==> src/rtl/tick_shift_tx.sv <==
// tick_shift_tx: tick-paced, MSB-first, mode-0 serial shifter.
// A parallel word is taken over a valid/ready handshake, shifted out on sdo
// while sdi is captured into rx_data. sclk and cs_n advance only on tick.
//
//  state    | meaning
//  ---------+---------------------------------------------------------------
//  IDLE     | ready for a new word, cs_n high, ticks ignored
//  SETUP    | cs_n low, MSB already on sdo, waiting for the first rising sclk
//  HIGH     | sclk high, sdi sampled on entry, next tick drops sclk
//  LOW      | sclk low, next bit already on sdo, next tick raises sclk
//  HOLD     | last bit held on sdo, next tick closes the frame and pulses done
module tick_shift_tx #(
   parameter int WIDTH = 16,
   parameter int CNT_W = 5
) (
   input  logic             clk_i,
   input  logic             rst_i,
   input  logic             tick_i,
   input  logic             load_valid_i,
   output logic             load_ready_o,
   input  logic [WIDTH-1:0] tx_data_i,
   input  logic             sdi_i,
   output logic             sclk_o,
   output logic             cs_n_o,
   output logic             sdo_o,
   output logic [WIDTH-1:0] rx_data_o,
   output logic             done_o,
   output logic             busy_o
);

   localparam logic [2:0] ST_IDLE  = 3'd0;
   localparam logic [2:0] ST_SETUP = 3'd1;
   localparam logic [2:0] ST_HIGH  = 3'd2;
   localparam logic [2:0] ST_LOW   = 3'd3;
   localparam logic [2:0] ST_HOLD  = 3'd4;

   localparam logic [CNT_W-1:0] CNT_LAST = CNT_W'(WIDTH - 1);
   localparam logic [CNT_W-1:0] CNT_ONE  = CNT_W'(1);

   logic [2:0]       state_q,   state_d;
   logic [WIDTH-1:0] tx_sh_q,   tx_sh_d;
   logic [WIDTH-1:0] rx_sh_q,   rx_sh_d;
   logic [WIDTH-1:0] rx_data_q, rx_data_d;
   logic [CNT_W-1:0] bit_cnt_q, bit_cnt_d;
   logic             sclk_q,    sclk_d;
   logic             cs_n_q,    cs_n_d;
   logic             sdo_q,     sdo_d;
   logic             done_q,    done_d;
   logic             busy_q,    busy_d;
   logic             ready_q,   ready_d;

   // Next-state and next-output decode; every output is produced from a register.
   always_comb begin
      state_d   = state_q;
      tx_sh_d   = tx_sh_q;
      rx_sh_d   = rx_sh_q;
      rx_data_d = rx_data_q;
      bit_cnt_d = bit_cnt_q;
      sclk_d    = sclk_q;
      cs_n_d    = cs_n_q;
      sdo_d     = sdo_q;
      busy_d    = busy_q;
      ready_d   = ready_q;
      done_d    = 1'b0;

      case (state_q)
         ST_IDLE: begin
            // A tick in the acceptance cycle is deliberately not used.
            if (load_valid_i && ready_q) begin
               tx_sh_d   = tx_data_i;
               bit_cnt_d = CNT_LAST;
               sdo_d     = tx_data_i[WIDTH-1];
               cs_n_d    = 1'b0;
               busy_d    = 1'b1;
               ready_d   = 1'b0;
               state_d   = ST_SETUP;
            end
         end
         ST_SETUP, ST_LOW: begin
            if (tick_i) begin
               sclk_d  = 1'b1;
               rx_sh_d = {rx_sh_q[WIDTH-2:0], sdi_i};
               state_d = ST_HIGH;
            end
         end
         ST_HIGH: begin
            if (tick_i) begin
               sclk_d = 1'b0;
               if (bit_cnt_q == '0) begin
                  state_d = ST_HOLD;
               end else begin
                  tx_sh_d   = tx_sh_q << 1;
                  sdo_d     = tx_sh_q[WIDTH-2];
                  bit_cnt_d = bit_cnt_q - CNT_ONE;
                  state_d   = ST_LOW;
               end
            end
         end
         ST_HOLD: begin
            if (tick_i) begin
               cs_n_d    = 1'b1;
               sdo_d     = 1'b0;
               rx_data_d = rx_sh_q;
               done_d    = 1'b1;
               busy_d    = 1'b0;
               ready_d   = 1'b1;
               state_d   = ST_IDLE;
            end
         end
         default: begin
            sclk_d  = 1'b0;
            cs_n_d  = 1'b1;
            sdo_d   = 1'b0;
            busy_d  = 1'b0;
            ready_d = 1'b1;
            state_d = ST_IDLE;
         end
      endcase
   end

   // State and output registers; reset silently abandons any frame in flight.
   always_ff @(posedge clk_i) begin
      if (rst_i) begin
         state_q   <= ST_IDLE;
         tx_sh_q   <= '0;
         rx_sh_q   <= '0;
         rx_data_q <= '0;
         bit_cnt_q <= '0;
         sclk_q    <= 1'b0;
         cs_n_q    <= 1'b1;
         sdo_q     <= 1'b0;
         done_q    <= 1'b0;
         busy_q    <= 1'b0;
         ready_q   <= 1'b1;
      end else begin
         state_q   <= state_d;
         tx_sh_q   <= tx_sh_d;
         rx_sh_q   <= rx_sh_d;
         rx_data_q <= rx_data_d;
         bit_cnt_q <= bit_cnt_d;
         sclk_q    <= sclk_d;
         cs_n_q    <= cs_n_d;
         sdo_q     <= sdo_d;
         done_q    <= done_d;
         busy_q    <= busy_d;
         ready_q   <= ready_d;
      end
   end

   assign load_ready_o = ready_q;
   assign sclk_o       = sclk_q;
   assign cs_n_o       = cs_n_q;
   assign sdo_o        = sdo_q;
   assign rx_data_o    = rx_data_q;
   assign done_o       = done_q;
   assign busy_o       = busy_q;

endmodule
==> config.mk <==
export PLATFORM = sky130hd
export DESIGN_NAME = tick_shift_tx
export DESIGN_NICKNAME = d
export VERILOG_FILES = /design/src/rtl/tick_shift_tx.sv
export SDC_FILE = /design/constraint.sdc
export NUM_CORES = 1
export LEC_CHECK = 0
export ABC_AREA = 1
export BUFFER_PORTS_ARGS = -buffer_cell sky130_fd_sc_hd__buf_2
export CAP_MARGIN = 20
export CORE_UTILIZATION = 29
export DETAILED_ROUTE_END_ITERATION = 7
export PLACE_DENSITY = 0.55
export SYNTH_ARGS = -nofsm -noshare
export SYNTH_HDL_FRONTEND = slang
export SYNTH_SLANG_ARGS = --single-unit
==> constraint.sdc <==
create_clock -name clk_i -period 2.1 [get_ports clk_i]
set_clock_uncertainty 0.15 [all_clocks]
set_input_delay 0.105 -clock clk_i [delete_from_list [all_inputs] [get_ports clk_i]]
set_output_delay 0.105 -clock clk_i [all_outputs]
set_load 0.03 [all_outputs]
==> results.md <==
* Outcome: complete, no violations
* Fmax achieved at roughly 580 MHz
* Die Width at around 96 um
* Vias in the first global route at 2143
* RSZ-0062 raised after global routing: no
* Tcrit/Tclk final at 82.11%
* Core Region at slightly below 9000 sq um
* GPL Wtd Cong at 0.8024
* Top Layer Used: met4
* Setup_tns at 0 ns
* Gr usage total at 13.62%
* WP data arrival at 1.78 ns
* Post-Route M1 WL at 2.755 mm
* Largest net degree at the start of global routing at 42
* CTS tree: built
* Pwr Total at 0.003938 W
* Overall via count from detail_route at 2415
* HP Class: input pin to flip-flop
* Initial core utilization at 29.79%
* CTS H-tree depth at 3
* Area grow syn2layout at 23.67%
* Hold Vio Cnt, Final at 0
* Total grt overflow at 0
* Warnings from Yosys at 0
* Root Buffer: clkbuf_8
* Sink Count at 60
* Metal3 WL at ~240 um
* DRT antenna net count at 0
* Power Density at 1232 nW/um^2
* Max Buffers Root-to-Sink at 2
* Seq/Total Area, Yosys at a little under half
* Max_cap viols at 0
* Row count at 34
* Distinct cells, synth at 22
* FF-to-FF setup slack at between 0.3 and 0.4 ns
* Clock transition at path regs at 0.07 ns
* Crit Path Class: flip-flop to flip-flop
* Dpl ws at 0.3833 ns
* Fraction of layout instances using a drive strength above 1 at 18.20%
* # port buffers at 42
* Min cycle time layout at 1.724 ns
* DIE HEIGHT at 96.41 um
* Clk_lat worst skew at 0.33 ns
* Syn_area_per_cell at just over 7 sq um
* Worst slew pin tran at 0.4732 ns
* Post-Syn Area at 2585 sq um
* Drt via density at about 4.6
* P_leak at 1.380 nW
* Worst vdd ir at 0.5312 mV
* IO Pins at 43
* Hold_ws at 0.01481 ns
* Final instance area at 3197 sq um
* Hold Crit Start: tx_data_i[3]
* Worst Path Max Fanout at 22
* Routed len/inst at 11.34 um
* Die ar. at 9295 sq um
* HPWL Detailed at around 3.8 mm
* Nets at 429
* Final setup margin at 0.3757 ns
* Gates resized, CTS repair at 0
* Synth Instances at 356
* Met2 wire length at 2.862 mm
* N_diodes at 0
* Critical Path Source Type: flip-flop
* Drt total wl at 5.897 mm
* Max Slew Vio Count at 0
* First-pass GRT wire length at between 9 and 10 mm
* DRC at 0
* Initial DRC count at between 100 and 150
* Final Setup Violations at 0
* Crit path required time at 2.16 ns
* R2r startpoint: state_q[2]
* CTS buffer count at 9
* Placed Instance Area at 2863 sq um
* Worst Setup End Kind: flip-flop
* Flop and latch count out of synthesis at 60
* Slew headroom at 68.42%
* Initial antenna violation count at 0
* Crit path launch: state_q[2]
* Drt first pass iters at 5
* Syn nets at 378
synth_stat cells:
| library cell | count | area [sq um] |
|---|---|---|
| nand3_1 | 59 | 295.3 |
| buf_2 | 6 | 30.03 |
| a21oi_1 | 56 | 280.3 |
| nor2_2 | 1 | 6.260 |
| buf_6 | 3 | 33.78 |
| inv_2 | 3 | 11.26 |
| clkbuf_1 | 13 | 48.80 |
| nand2_8 | 1 | 20.02 |
| inv_1 | 28 | 105.1 |
| dfxtp_1 | 60 | 1201 |
| nand2_2 | 1 | 6.260 |
| nor2_1 | 11 | 41.29 |
| buf_4 | 1 | 7.510 |
| o21ai_0 | 19 | 95.09 |
| nand4_1 | 2 | 12.51 |
| or2_2 | 1 | 6.260 |
| nand2_4 | 3 | 33.78 |
| nor2_4 | 1 | 11.26 |
| ha_1 | 1 | 12.51 |
| nand2_1 | 84 | 315.3 |
| inv_4 | 1 | 6.260 |
| o21ai_1 | 1 | 5.000 |
worst max-delay path, cell delays in order, from the launching register on:
cell     delay [ns]
dfxtp_1        0.47
nor2_4         0.09
nand2_4        0.19
inv_4          0.07
nand2_4        0.10
nand2_8        0.10
nand2_4        0.24
nand2_1        0.08
nand2_1        0.06
nor2_1         0.03
path summary, 6_finish.rpt:
path                       end  cells after the start
setup / recovery    tx_sh_q[0]                      9
hold / removal      tx_sh_q[3]                      5
setup reg to reg    tx_sh_q[0]                      9
hold reg to reg   rx_data_o[1]                      2
logic make-up after synthesis:
logic type      share of synthesized area, %
buf+inv                                9.390
fa+ha+maj                             0.4839
simple gates                           28.94
compound gates                         14.71
flops                                  46.47
what timing repair did:
action,in CTS,in global routing
setup buffers,0,0
endpoints found under the hold margin,14,0
hold buffers,14,0
layer usage:
metal / up-vias / global-route usage [%]
met5: - / 0
met4: 0 / 2.941
met3: 4 / 5.399
met2: 40 / 23.29
met1: 1108 / 16.10
li1: 1263 / -
placed cells by master, fill, tap and decap left out:
cell type,n
inv_1,28
ha_1,1
nand2_1,84
nor2_4,1
or2_2,1
a21oi_1,56
clkbuf_1,2
nor2_1,11
nand2_8,1
inv_4,1
nand4_1,2
nor2_2,1
buf_2,42
clkinv_2,2
clkinv_4,1
dfxtp_1,60
nand2_4,3
o21ai_1,1
clkbuf_8,10
bufinv_16,1
nand2_2,1
dlygate4sd3_1,14
o21ai_0,19
nand3_1,59
inv_2,3
buf_4,7
registers in the layout, summed over array words and instances (netlist names):
register / cells
rx_sh_q: 16
bit_cnt_q: 5
state_q: 3
tx_sh_q: 15
sdo_o: 1
load_ready_o: 1
rx_data_o: 16
done_o: 1
busy_o: 1
sclk_o: 1
per-stage QoR:
| step | util (%) | cells |
|---|---|---|
| after floorplan | - | 356 |
| after global placement | 32.99 | 490 |
| after detailed placement | 32.99 | 490 |
| after CTS | 36.84 | 520 |
| after global routing | 36.84 | 520 |
| final | 36.84 | 520 |
layout make-up:
| class | instances | area [sq um] |
|---|---|---|
| Clock buffer | 12 | 145.1 |
| Clock inverter | 4 | 48.80 |
| Fill cell | 962 | 5482 |
| Inverter | 32 | 122.6 |
| Multi-Input combinational cell | 241 | 1141 |
| Sequential cell | 60 | 1201 |
| Tap cell | 108 | 135.1 |
| Timing Repair Buffer | 63 | 402.9 |
power by group:
part	leakage [nW]	internal [W]	switching, W
registers	0.488	0.00134	0.000123
logic	0.792	0.000464	0.000996
clock network	0.100	0.000579	0.000437
total	1.38	0.00238	0.00156
Note: power is estimated with default switching activity, not from simulation.
